$ cat config.mk
export PLATFORM = sky130hd
export DESIGN_NAME = dump_datapath_flat
export DESIGN_NICKNAME = d
export VERILOG_FILES = /design/src/rtl/dump_datapath_if.sv /design/src/rtl/dump_datapath.sv /design/src/flat_wrapper.sv
export SDC_FILE = /design/constraint.sdc
export NUM_CORES = 2
export LEC_CHECK = 0
export CAP_MARGIN = 20
export CELL_PAD_IN_SITES_DETAIL_PLACEMENT = 1
export CELL_PAD_IN_SITES_GLOBAL_PLACEMENT = 1
export CORE_AREA = 2 2 558 560
export CTS_CLUSTER_SIZE = 28
export DETAILED_ROUTE_END_ITERATION = 7
export DIE_AREA = 0 0 560 562
export PLACE_DENSITY = 0.57
export SLEW_MARGIN = 20
export SYNTH_ARGS = -nofsm -noshare
export SYNTH_HDL_FRONTEND = slang
export SYNTH_SLANG_ARGS = --single-unit
$ cat constraint.sdc
create_clock -name clk -period 6.3 [get_ports clk]
set_clock_uncertainty 0.05 [all_clocks]
set_input_delay 1.26 -clock clk [delete_from_list [all_inputs] [get_ports clk]]
set_output_delay 1.26 -clock clk [all_outputs]
set_load 0.005 [all_outputs]
$ cat src/rtl/dump_datapath_if.sv
`default_nettype none
// ============================================================================
//  Module      : dump_datapath_if
//  Description : Request, squeezed-block and output-word signals of the
//                dump datapath.
//                slave  = datapath side, master = controller / consumer side.
//  Revision    : 1.0  initial release
// ============================================================================
interface dump_datapath_if #(
  parameter int W    = 64,
  parameter int RATE = 1344
);
  // request
  logic            start;
  logic [31:0]     output_size_in;
  logic [1:0]      operation_mode_in;
  logic            done;
  // squeezed block input
  logic            block_valid;
  logic [RATE-1:0] block_in;
  logic            block_ready;
  // output word stream
  logic [W-1:0]    data_out;
  logic            data_out_valid;
  logic            data_out_ready;
  logic            data_out_last;

  modport slave (
    input  start, output_size_in, operation_mode_in,
    input  block_valid, block_in, data_out_ready,
    output block_ready, data_out, data_out_valid, data_out_last, done
  );

  modport master (
    output start, output_size_in, operation_mode_in,
    output block_valid, block_in, data_out_ready,
    input  block_ready, data_out, data_out_valid, data_out_last, done
  );
endinterface
`default_nettype wire

$ cat src/rtl/dump_datapath.sv
`default_nettype none
// ============================================================================
//  Module      : dump_datapath
//  Description : Streams the rate part of squeezed Keccak states as
//                byte-swapped 64-bit words until the requested byte count is
//                reached, requesting a new squeeze at each block boundary.
//                The final word is truncated to its valid bytes (MSB side).
//  Revision    : 1.0  initial release
// ============================================================================
module dump_datapath #(
  parameter int         W                 = 64,
  parameter int         RATE              = 1344,
  parameter logic [1:0] SHAKE128_MODE_VEC = 2'b00,
  parameter logic [1:0] SHAKE256_MODE_VEC = 2'b01
) (
  input  wire logic       clk,
  input  wire logic       rst,
  dump_datapath_if.slave  bus
);

  // Lane counts: SHAKE128 uses the full rate, SHAKE256 only 1088 bits of it.
  localparam logic [4:0] LAST_IDX_128 = 5'(RATE / W - 1);
  localparam logic [4:0] LAST_IDX_256 = 5'(1088 / W - 1);

  localparam logic [1:0] ST_IDLE = 2'd0;
  localparam logic [1:0] ST_WAIT = 2'd1;
  localparam logic [1:0] ST_DUMP = 2'd2;

  logic [1:0]      state;
  logic [1:0]      state_nxt;
  logic [RATE-1:0] piso;        // lane 0 is always the word being presented
  logic [4:0]      word_cnt;    // lane index within the current block
  logic [4:0]      last_idx;    // index of the final lane of a block, per mode
  logic [28:0]     bytes_rem;   // bytes still owed to the consumer
  logic            done_r;

  logic [28:0]     byte_cnt_in;
  logic            is_last;
  logic [7:0]      byte_keep;
  logic [W-1:0]    word_out;

  assign byte_cnt_in = bus.output_size_in[31:3];
  assign is_last     = (bytes_rem <= 29'd8);

  // Endian switch: lane byte k goes to output byte position k counted from
  // the MSB. On the final word only the first bytes_rem bytes survive.
  for (genvar k = 0; k < 8; k++) begin : g_byte
    assign byte_keep[k] = !is_last || (4'(k) < bytes_rem[3:0]);
    assign word_out[W-1-8*k -: 8] = byte_keep[k] ? piso[8*k +: 8] : 8'h00;
  end

  // State register.
  always_ff @(posedge clk) begin
    if (rst) begin
      state <= ST_IDLE;
    end else begin
      state <= state_nxt;
    end
  end

  // Next-state decode.
  always_comb begin
    state_nxt = state;
    case (state)
      ST_IDLE: begin
        if (bus.start && (byte_cnt_in != 29'd0)) begin
          state_nxt = ST_WAIT;
        end
      end
      ST_WAIT: begin
        if (bus.block_valid) begin
          state_nxt = ST_DUMP;
        end
      end
      ST_DUMP: begin
        if (bus.data_out_ready) begin
          if (is_last) begin
            state_nxt = ST_IDLE;
          end else if (word_cnt == last_idx) begin
            state_nxt = ST_WAIT;
          end
        end
      end
      default: state_nxt = ST_IDLE;
    endcase
  end

  // Handshake outputs follow the state; data is forced to 0 outside DUMP.
  always_comb begin
    bus.block_ready    = 1'b0;
    bus.data_out_valid = 1'b0;
    bus.data_out_last  = 1'b0;
    bus.data_out       = '0;
    case (state)
      ST_WAIT: bus.block_ready = 1'b1;
      ST_DUMP: begin
        bus.data_out_valid = 1'b1;
        bus.data_out_last  = is_last;
        bus.data_out       = word_out;
      end
      default: ;
    endcase
  end

  assign bus.done = done_r;

  // Request latch, block load, lane shifting and byte accounting.
  always_ff @(posedge clk) begin
    if (rst) begin
      piso      <= '0;
      word_cnt  <= '0;
      last_idx  <= '0;
      bytes_rem <= '0;
      done_r    <= 1'b0;
    end else begin
      done_r <= 1'b0;
      case (state)
        ST_IDLE: begin
          if (bus.start) begin
            if (byte_cnt_in == 29'd0) begin
              done_r <= 1'b1;
            end else begin
              bytes_rem <= byte_cnt_in;
              last_idx  <= (bus.operation_mode_in == SHAKE256_MODE_VEC) ?
                           LAST_IDX_256 : LAST_IDX_128;
            end
          end
        end
        ST_WAIT: begin
          if (bus.block_valid) begin
            piso     <= bus.block_in;
            word_cnt <= '0;
          end
        end
        ST_DUMP: begin
          if (bus.data_out_ready) begin
            piso      <= {{W{1'b0}}, piso[RATE-1:W]};
            word_cnt  <= word_cnt + 5'd1;
            bytes_rem <= is_last ? 29'd0 : (bytes_rem - 29'd8);
            if (is_last) begin
              done_r <= 1'b1;
            end
          end
        end
        default: ;
      endcase
    end
  end

endmodule
`default_nettype wire

$ cat src/flat_wrapper.sv
// flat-port wrapper written by rule: the top's interface ports become plain ports
module dump_datapath_flat 
#(
  parameter int         W                 = 64,
  parameter int         RATE              = 1344,
  parameter logic [1:0] SHAKE128_MODE_VEC = 2'b00,
  parameter logic [1:0] SHAKE256_MODE_VEC = 2'b01
)
  (clk, rst, bus_start, bus_output_size_in, bus_operation_mode_in, bus_block_valid, bus_block_in, bus_data_out_ready, bus_block_ready, bus_data_out, bus_data_out_valid, bus_data_out_last, bus_done);
  dump_datapath_if #(.W(W), .RATE(RATE)) bus_i ();
  input  wire logic clk;
  input  wire logic rst;
  input wire logic [$bits(bus_i.start)-1:0] bus_start;
  input wire logic [$bits(bus_i.output_size_in)-1:0] bus_output_size_in;
  input wire logic [$bits(bus_i.operation_mode_in)-1:0] bus_operation_mode_in;
  input wire logic [$bits(bus_i.block_valid)-1:0] bus_block_valid;
  input wire logic [$bits(bus_i.block_in)-1:0] bus_block_in;
  input wire logic [$bits(bus_i.data_out_ready)-1:0] bus_data_out_ready;
  output wire logic [$bits(bus_i.block_ready)-1:0] bus_block_ready;
  output wire logic [$bits(bus_i.data_out)-1:0] bus_data_out;
  output wire logic [$bits(bus_i.data_out_valid)-1:0] bus_data_out_valid;
  output wire logic [$bits(bus_i.data_out_last)-1:0] bus_data_out_last;
  output wire logic [$bits(bus_i.done)-1:0] bus_done;
  assign bus_i.start = bus_start;
  assign bus_i.output_size_in = bus_output_size_in;
  assign bus_i.operation_mode_in = bus_operation_mode_in;
  assign bus_i.block_valid = bus_block_valid;
  assign bus_i.block_in = bus_block_in;
  assign bus_i.data_out_ready = bus_data_out_ready;
  assign bus_block_ready = bus_i.block_ready;
  assign bus_data_out = bus_i.data_out;
  assign bus_data_out_valid = bus_i.data_out_valid;
  assign bus_data_out_last = bus_i.data_out_last;
  assign bus_done = bus_i.done;
  dump_datapath #(.W(W), .RATE(RATE), .SHAKE128_MODE_VEC(SHAKE128_MODE_VEC), .SHAKE256_MODE_VEC(SHAKE256_MODE_VEC)) u_core (.clk(clk), .rst(rst), .bus(bus_i));
endmodule
# After elaboration in Yosys (flattened, before gate mapping)
# Cells that the tools add are included.
[classes]
addsub = 2
magnitude_cmp = 9
eq_ne = 10
mux = 35
n_bitwise = 1
n_reduce_logical = 19
[op_table]
columns = ["cell", "count"]
rows = [
  ["$mux W1344", 2],
  ["$pmux W1344 S2", 1],
  ["$mux W29", 4],
  ["$mux W64", 1],
  ["$mux W8", 8],
  ["$pmux W29 S2", 1],
  ["$le A29 B4 Y1 const B", 1],
  ["$logic_not A29 Y1", 1],
  ["$reduce_bool A29 Y1", 1],
  ["$sub A29 B4 Y29 const B", 1],
  ["$lt A3 B4 Y1 const A", 4],
  ["$mux W2", 5],
  ["$mux W5", 2],
  ["$pmux W5 S2", 1],
  ["$logic_or A1 B1 Y1", 8],
  ["$lt A1 B4 Y1 const A", 2],
  ["$lt A2 B4 Y1 const A", 2],
  ["$ne A2 B2 Y1 const B", 4],
  ["$reduce_and A4 Y1", 2],
  ["$mux W1", 7],
  ["$pmux W2 S3", 1],
  ["$reduce_and A3 Y1", 2],
  ["$add A5 B1 Y5 const B", 1],
  ["$eq A5 B5 Y1", 1],
  ["11 further kinds", 13],
]
[totals]
register_bits = 1386
in_bits = 1383
output_inout_bits = 68
elab_cells = 82

# Longest topological paths before layout
[logic_depth]
ltp_word = 5
ltp_mapped = 10
depth_no_buf = 8

# Least setup slack after synthesis
# No wires, ideal clock.
[synth_path]
path_kind = "register to output"
from = "reg u_core.bytes_rem[21]"
to = "out bus_data_out[0]"
arrival_ns = 2.364
required_ns = 4.990
slack_ns = 2.626
stages_incl_launch_ff = 10
n_path_buf = 3
cell_sequence = "dfxtp_1 > or4_1 > buf_2 > or4_1 > buf_2 > or3_1 > buf_6 > nor2_8 > nor2_1 > and2_1"
[synth_via]
elab_chain_len = 5
[synth_rtl]
columns = ["item", "line", "rtl"]
rows = [
  ["from (decl)", "dump_datapath.sv:34", "logic [28:0] bytes_rem;"],
  ["from (signal assigned)", "dump_datapath.sv:123", "bytes_rem <= byte_cnt_in;"],
  ["from (signal assigned)", "dump_datapath.sv:139", "bytes_rem <= is_last ? 29'd0 : (bytes_rem - 29'd8);"],
  ["$le A29 B4 Y1", "dump_datapath.sv:43", "assign is_last = (bytes_rem <= 29'd8);"],
  ["$logic_not A1 Y1", "dump_datapath.sv:48", "assign byte_keep[k] = !is_last || (4'(k) < bytes_rem[3:0]);"],
  ["$logic_or A1 B1 Y1", "dump_datapath.sv:48", ""],
  ["$mux W8", "dump_datapath.sv:49", "assign word_out[W-1-8*k -: 8] = byte_keep[k] ? piso[8*k +: 8] : 8'h00;"],
  ["$mux W64", "dump_datapath.sv:94", "case (state)"],
  ["to (decl)", "flat_wrapper.sv:20", "output wire logic [$bits(bus_i.data_out)-1:0] bus_data_out;"],
]
# Every way passes these cells.

# Final worst setup path
[layout_path]
from = "reg u_core.bytes_rem[17]"
to = "out bus_data_out[16]"
# Same word-level chain as after synthesis.

==> metrics.yaml <==
ys.flop_type: "dfxtp_1"
die_y_um: 562
antenna_found_initial: 255
maxSlewViolCount: 0
io_pins: 1451
clk_pin_slew_worst_paths_ps: 60
yosysSeqAreaShare: 0.470
fin_crit_sh: 0.942
clock_latency_ps: 840
hold_viol: 0
synth_area_mm2: 0.0589
cp.required_ps: 4990
final_nets: 10100
max-cap-violations: 0
final_cell_mix: "nand2_1, clkdlybuf4s50_1, dfxtp_1"
layout_commonest_cell: "nand2_1"
synthArstFlopShare: 0
dp_hpwl_mm: 261
vias: 62000
arrival_ps: 4630
die_width_um: 560
route.antenna.remaining_nets: 0
p_total_mw: 24.5
gp_congestion: 0.894
rows: 204
synthesis.instances: 7733
numCtsBuffers: 177
clock_sinks: 1383
critical_path_class: "reg2out"
grt_start_max_net_pins: 211
crit_chain: "nor4_1 -> nand3_1 -> or3_1 -> nor2_8 -> a21oi_2 -> and2_1 -> clkdlybuf4s50_1"
power.density_mw_per_mm2: 296
cp-start-kind: "register"
syn2layout_area_growth_pct: 40.5
crit_fanout: 8
yosysTopAreaCellShare: 0.470
drive_gt1_frac: 0.0424
relSlewSlack: 0.122
finalSetupTns_ps: 0
start_util: 0.191
cts_buffer_depth: 4
synth_seq_cells: 1383
p_leak_nw: 28.7
cts_root_buf: "clkbuf_16"
grt_pass1_wl_mm: 470
routedWlPerCell_um: 26.2
ff2ff_path_depth: 6
vdd_ir_drop_max_mv: 0.201
cts.htree.levels: 4
synth_top_cell_by_area: "dfxtp_1"
grt-ovfl-total: 0
end_kind: "output pin"
cp_slowest_cell: "nor4_1"
worst_slack_ps: 363
cts-resized-gates: 0
setup_viol: 0
fillers: 36700
first_pass_iters: 5
track_usage: 0.206
synth_cell_types: 55
tightestPinTransition_ps: 1320
period_minus_slack_ps: 5940
dieArea_mm2: 0.315
min_path_type: "reg2reg"
status: "completed"
fin_hold_ws_ps: 381
min_path_cells: 2
synth.area.top_cells: "dfxtp_1, a311oi_1, nand2_1"
design.core.area_mm2: 0.308
syn_area_per_cell_um2: 7.62
cts_tree: "yes"
drtIter0Drc: 4817
synth_nets: 9120
cts_hold_buf: 0
wl_mm: 341
synth-edff-count: 0
critPathMaxStageDelay_ps: 910
grt_pass1_vias: 62400
vias_per_cell: 4.75
dp_worst_setup_slack_ps: 1310
yosys_warnings: 0
cts_setup_buffers: 0
fmax_mhz: 168
io_buffers: 1447
rsz0062_at_grt: "no"
drc: 0
-- layer usage --
metal / vias up / wire length [um] / global-route usage
met3: 664 / 24400 / 0.0560
met2: 1934 / 168000 / 0.358
met5: - / 1070 / 0
met4: 178 / 14700 / 0.0942
met1: 30100 / 133000 / 0.234
li1: 29000 / - / -
-- power by group --
group          switching (mW)  internal [mW]
Combinational            2.24           1.77
Clock                    4.25           5.93
Sequential              0.647           9.65
Total                    7.13           17.4
-- through the flow --
step           instance area, um^2   util  cells
5_1_grt                      82700  0.268  13000
3_3_place_gp                 76900  0.249  12600
4_1_cts                      82600  0.268  12900
6_report                     82800  0.269  13000
2_1_floorplan                58900      -   7733
3_5_place_dp                 76900  0.250  12600
-- kinds of logic after synthesis --
family,count (synthesis),synth area share
simple gates,4106,0.268
compound gates,1464,0.211
flops,1383,0.470
buf+inv,769,0.0492
xor+xnor,6,0.000892
fa+ha+maj,4,0.000849
mux,1,0.000170
-- final timing paths --
path,startpoint,endpoint,slack (ps)
setup reg to reg,u_core.state[0],u_core.piso[765],1780
hold reg to reg,u_core.piso[252],u_core.piso[188],380
setup / recovery,u_core.bytes_rem[17],bus_data_out[16],360
hold / removal,u_core.piso[252],u_core.piso[188],380
-- cells in the mapped netlist (2+ instances only) --
master and n:
nand2_1 2592, dfxtp_1 1383, nor2_1 1367, a311oi_1 1281
clkbuf_1 739, a22oi_1 66, and2_1 65, a21oi_1 49
o21ai_0 19, nor3_1 18, nand3_1 15, nor4_1 13
buf_1 12, inv_1 11, o32ai_1 9, or3_1 8
nand4_1 6, buf_2 5, a21o_1 4, a31oi_1 4
ha_1 4, nor4b_1 4, o211ai_1 4, o31ai_1 4
o41ai_1 4, a21oi_2 3, o21a_1 3, o31a_1 3
or2_2 3, or4_1 3, xnor2_1 3, xor2_1 3
and3_1 2, nor2b_1 2, o221ai_1 2
-- layout make-up --
class | count | area (um^2) | area share
flip-flops and latches | 1383 | 27700 | 0.334
multi-input cells | 5581 | 28400 | 0.343
repair buffers | 1543 | 15600 | 0.189
clock inverters | 40 | 465 | 0.00562
inverters | 12 | 52.6 | 0.000635
diodes | 99 | 248 | 0.00299
clock buffers | 261 | 5160 | 0.0623
well taps | 4120 | 5150 | 0.0622
-- worst max-delay path: cells and delay by family, from the launching register on --
kind	cells	cell delay (ps)
compound gates	1	230
buf+inv	1	460
flops	1	350
simple gates	5	2730
-- sequential cells by signal, indices dropped and copies added (netlist names) --
| register | cells |
|---|---|
| u_core.last_idx | 2 |
| u_core.word_cnt | 5 |
| u_core.bytes_rem | 29 |
| u_core.piso | 1344 |
| u_core.state | 2 |
| u_core.bus.done | 1 |
Power figures use the tool's default switching activity.
==> edit: new RTL, same settings <==
`SHAKE256_MODE_VEC` is set to 2'b01 in 2 places; all go to 2'b00.
--- a/src/rtl/dump_datapath.sv
+++ b/src/rtl/dump_datapath.sv
@@ -11,7 +11,7 @@
   parameter int         W                 = 64,
   parameter int         RATE              = 1344,
   parameter logic [1:0] SHAKE128_MODE_VEC = 2'b00,
-  parameter logic [1:0] SHAKE256_MODE_VEC = 2'b01
+  parameter logic [1:0] SHAKE256_MODE_VEC = 2'b00
 ) (
   input  wire logic       clk,
   input  wire logic       rst,
--- a/src/flat_wrapper.sv
+++ b/src/flat_wrapper.sv
@@ -4,7 +4,7 @@
   parameter int         W                 = 64,
   parameter int         RATE              = 1344,
   parameter logic [1:0] SHAKE128_MODE_VEC = 2'b00,
-  parameter logic [1:0] SHAKE256_MODE_VEC = 2'b01
+  parameter logic [1:0] SHAKE256_MODE_VEC = 2'b00
 )
   (clk, rst, bus_start, bus_output_size_in, bus_operation_mode_in, bus_block_valid, bus_block_in, bus_data_out_ready, bus_block_ready, bus_data_out, bus_data_out_valid, bus_data_out_last, bus_done);
   dump_datapath_if #(.W(W), .RATE(RATE)) bus_i ();
Function: not settled (the Yosys comparison gave no result); the edit may change what the design does.
==> edit against the unedited design <==
- via count barely moved
- sequential cell count did not move
- routed wire length fell by 0.19%
- core utilization rose by 0.18 points
- total power rose by 2.3%
- worst setup slack got worse by 0.061 ns
- cell area rose by 0.68%
- synthesized area barely moved
- final cell count rose by 0.19%
==> edit: results (changes against the unedited design) <==
- The flow ran to the end, and the final reports show no timing, DRC or antenna violations.
- The total detailed-routing wirelength is 341000 um (-0.19%).
- Sorting the synthesized cells by area gives the leading types as sky130_fd_sc_hd__dfxtp_1 47%, sky130_fd_sc_hd__a311oi_1 19%, sky130_fd_sc_hd__nand2_1 17%.
- The wire length of the first global-routing pass came to 469000 um (about the same).
- The worst reg2reg path endpoint is u_core.piso[642]$_SDFFE_PP0P_.
- The setup slack after placement is 1.12 ns (-0.195 ns).
- The data arrival at the endpoint of the critical path came to 4.69 ns (+0.06 ns).
- The count of distinct cell types in the synthesized netlist is 55 (unchanged).
- The largest voltage drop on the vdd net is 0.000197 V (-2.2%).
- The clock latency at the later pin of the worst-skew pair is 0.84 ns (about the same).
- The worst-case hold slack was 0.363 ns (-0.0182 ns).
- The global router's overall resource usage came to 20.5% (-0.064 points).
- The critical hold path startpoint is u_core.piso[186]$_SDFFE_PP0P_.
- In the final layout, the registers with the most flip-flops are u_core.piso x1344, u_core.bytes_rem x29, u_core.word_cnt x5.
- The post-synthesis async set-or-reset flop share came to 0% (unchanged).
- The worst setup slack for register-to-register paths was 2.16 ns (+0.38 ns).
- The number of nets produced by synthesis is 9120 (unchanged).
- The detailed-route vias per instance is 4.74 (-0.19%).
- The net switching fraction of the power was 29.0% (-0.17 points).
- The total cell area at the placement stage is 0.0771 mm2 (+0.20%).
- The transition time at the pin with the least slew margin is 1.13 ns (-0.192 ns).
- The largest fanout on the critical path came to 8 (unchanged).
- The number of hold buffers added after cts came to 0 (unchanged).
- The clock transition at the register clock pins on the worst setup and hold paths after CTS is 0.06 ns (about the same).
- The largest net degree at the start of global routing is 189 (-10%).
- The worst hold path terminates at u_core.piso[122]$_SDFFE_PP0P_.
- The number of global-route vias before repair came to 62400 (+0.093%).
- The post-DP HPWL came to 261000 um (about the same).
- The leakage power is 0.0290 uW (+0.99%).
- The worst min-delay path class is reg2reg.
- The DRC marker count from the first detailed-route iteration was 4665 (-3.2%).
- The commonest cells after synthesis are 2592 x sky130_fd_sc_hd__nand2_1, 1383 x sky130_fd_sc_hd__dfxtp_1, 1367 x sky130_fd_sc_hd__nor2_1, 1281 x sky130_fd_sc_hd__a311oi_1, 732 x sky130_fd_sc_hd__clkbuf_1.
- The initial antenna violation count was 222 (-13%).
- The proportion of synthesized chip area in sequential cells is 47.0% (about the same).
- The last weighted congestion value of the routability-driven placer is 0.900 (+0.65%).
- The share of post-route cells with drive strength above 1 is 4.67% (+0.43 points).
- The final net count is 10100 (+0.15%).
- The number of buffers created by CTS is 180 (+1.7%).
- The number of iterations in the first detailed-routing pass is 7 (+2).
==> edit: cell count changes after synthesis <==
cell and change:
sky130_fd_sc_hd__nor4b_1 -1, sky130_fd_sc_hd__buf_1 +7, sky130_fd_sc_hd__clkbuf_1 -7, sky130_fd_sc_hd__nor4_1 +1
==> edit: cells by family (layout without fill, tap and decap cells) <==
group | Yosys count | count (layout) | synth area share, %
AO/OA/AOI/OAI | 1464 | 1464 | 21.1
XOR/XNOR | 6 | 6 | 0.0892
adder cells (fa/ha/maj) | 4 | 4 | 0.0849
buffers and inverters | 769 | 1879 | 4.92
flip-flops | 1383 | 1383 | 47.0
multiplexers | 1 | 1 | 0.0170
other | 0 | 101 | 0
AND/OR/NAND/NOR | 4106 | 4106 | 26.8
==> edit: final cells by class <==
cell class / instances / area (um2)
diodes: 101 / 253
clock buffers: 253 / 5240
clock inverters: 59 / 777
fillers: 36700 / 225000
inverters: 12 / 52.6
multi-input cells: 5581 / 28400
flip-flops and latches: 1383 / 27700
well taps: 4120 / 5150
repair buffers: 1555 / 15800
==> edit: worst max path at each step <==
stage	from	end	slack, ns
floorplan	u_core.bytes_rem[21]$_SDFFE_PP0P_	bus_data_out[0]	2.63
global placement	u_core.bytes_rem[21]$_SDFFE_PP0P_	bus_data_out[45]	1.19
detailed placement	u_core.bytes_rem[21]$_SDFFE_PP0P_	bus_data_out[45]	1.12
CTS	u_core.bytes_rem[21]$_SDFFE_PP0P_	bus_data_out[45]	0.15
global route	u_core.bytes_rem[21]$_SDFFE_PP0P_	bus_data_out[32]	0.05
finish	u_core.bytes_rem[21]$_SDFFE_PP0P_	bus_data_out[32]	0.30
==> edit: per-layer routing <==
metal	wire length, um	GRT usage [%]
met1	131000	22.9
met2	171000	36.5
met3	24400	5.79
met4	13700	8.48
met5	984	0
==> edit: per-stage QoR <==
step                cells  power, uW
global placement    12700      14500
finish              13100      25100
floorplan            7733      12500
CTS                 13000      25400
detailed placement  12700      14600
global route        13000      26200
==> edit: power by group through the flow <==
stage | sequential, uW | combinational [uW] | clock [uW]
finish | 10300 | 4060 | 10700
global route | 10400 | 4490 | 11300
CTS | 10300 | 4080 | 11000
detailed placement | 10500 | 4070 | 0
global placement | 10500 | 3970 | 0
floorplan | 10200 | 2330 | 0
==> edit: critical path, cell delays in order (launching register included) <==
cell	delay [ns]
sky130_fd_sc_hd__dfxtp_1	0.34
sky130_fd_sc_hd__or4_1	0.65
sky130_fd_sc_hd__or4_1	0.58
sky130_fd_sc_hd__nor3_2	0.83
sky130_fd_sc_hd__a21oi_1	0.58
sky130_fd_sc_hd__and2_1	0.39
sky130_fd_sc_hd__clkdlybuf4s50_1	0.46
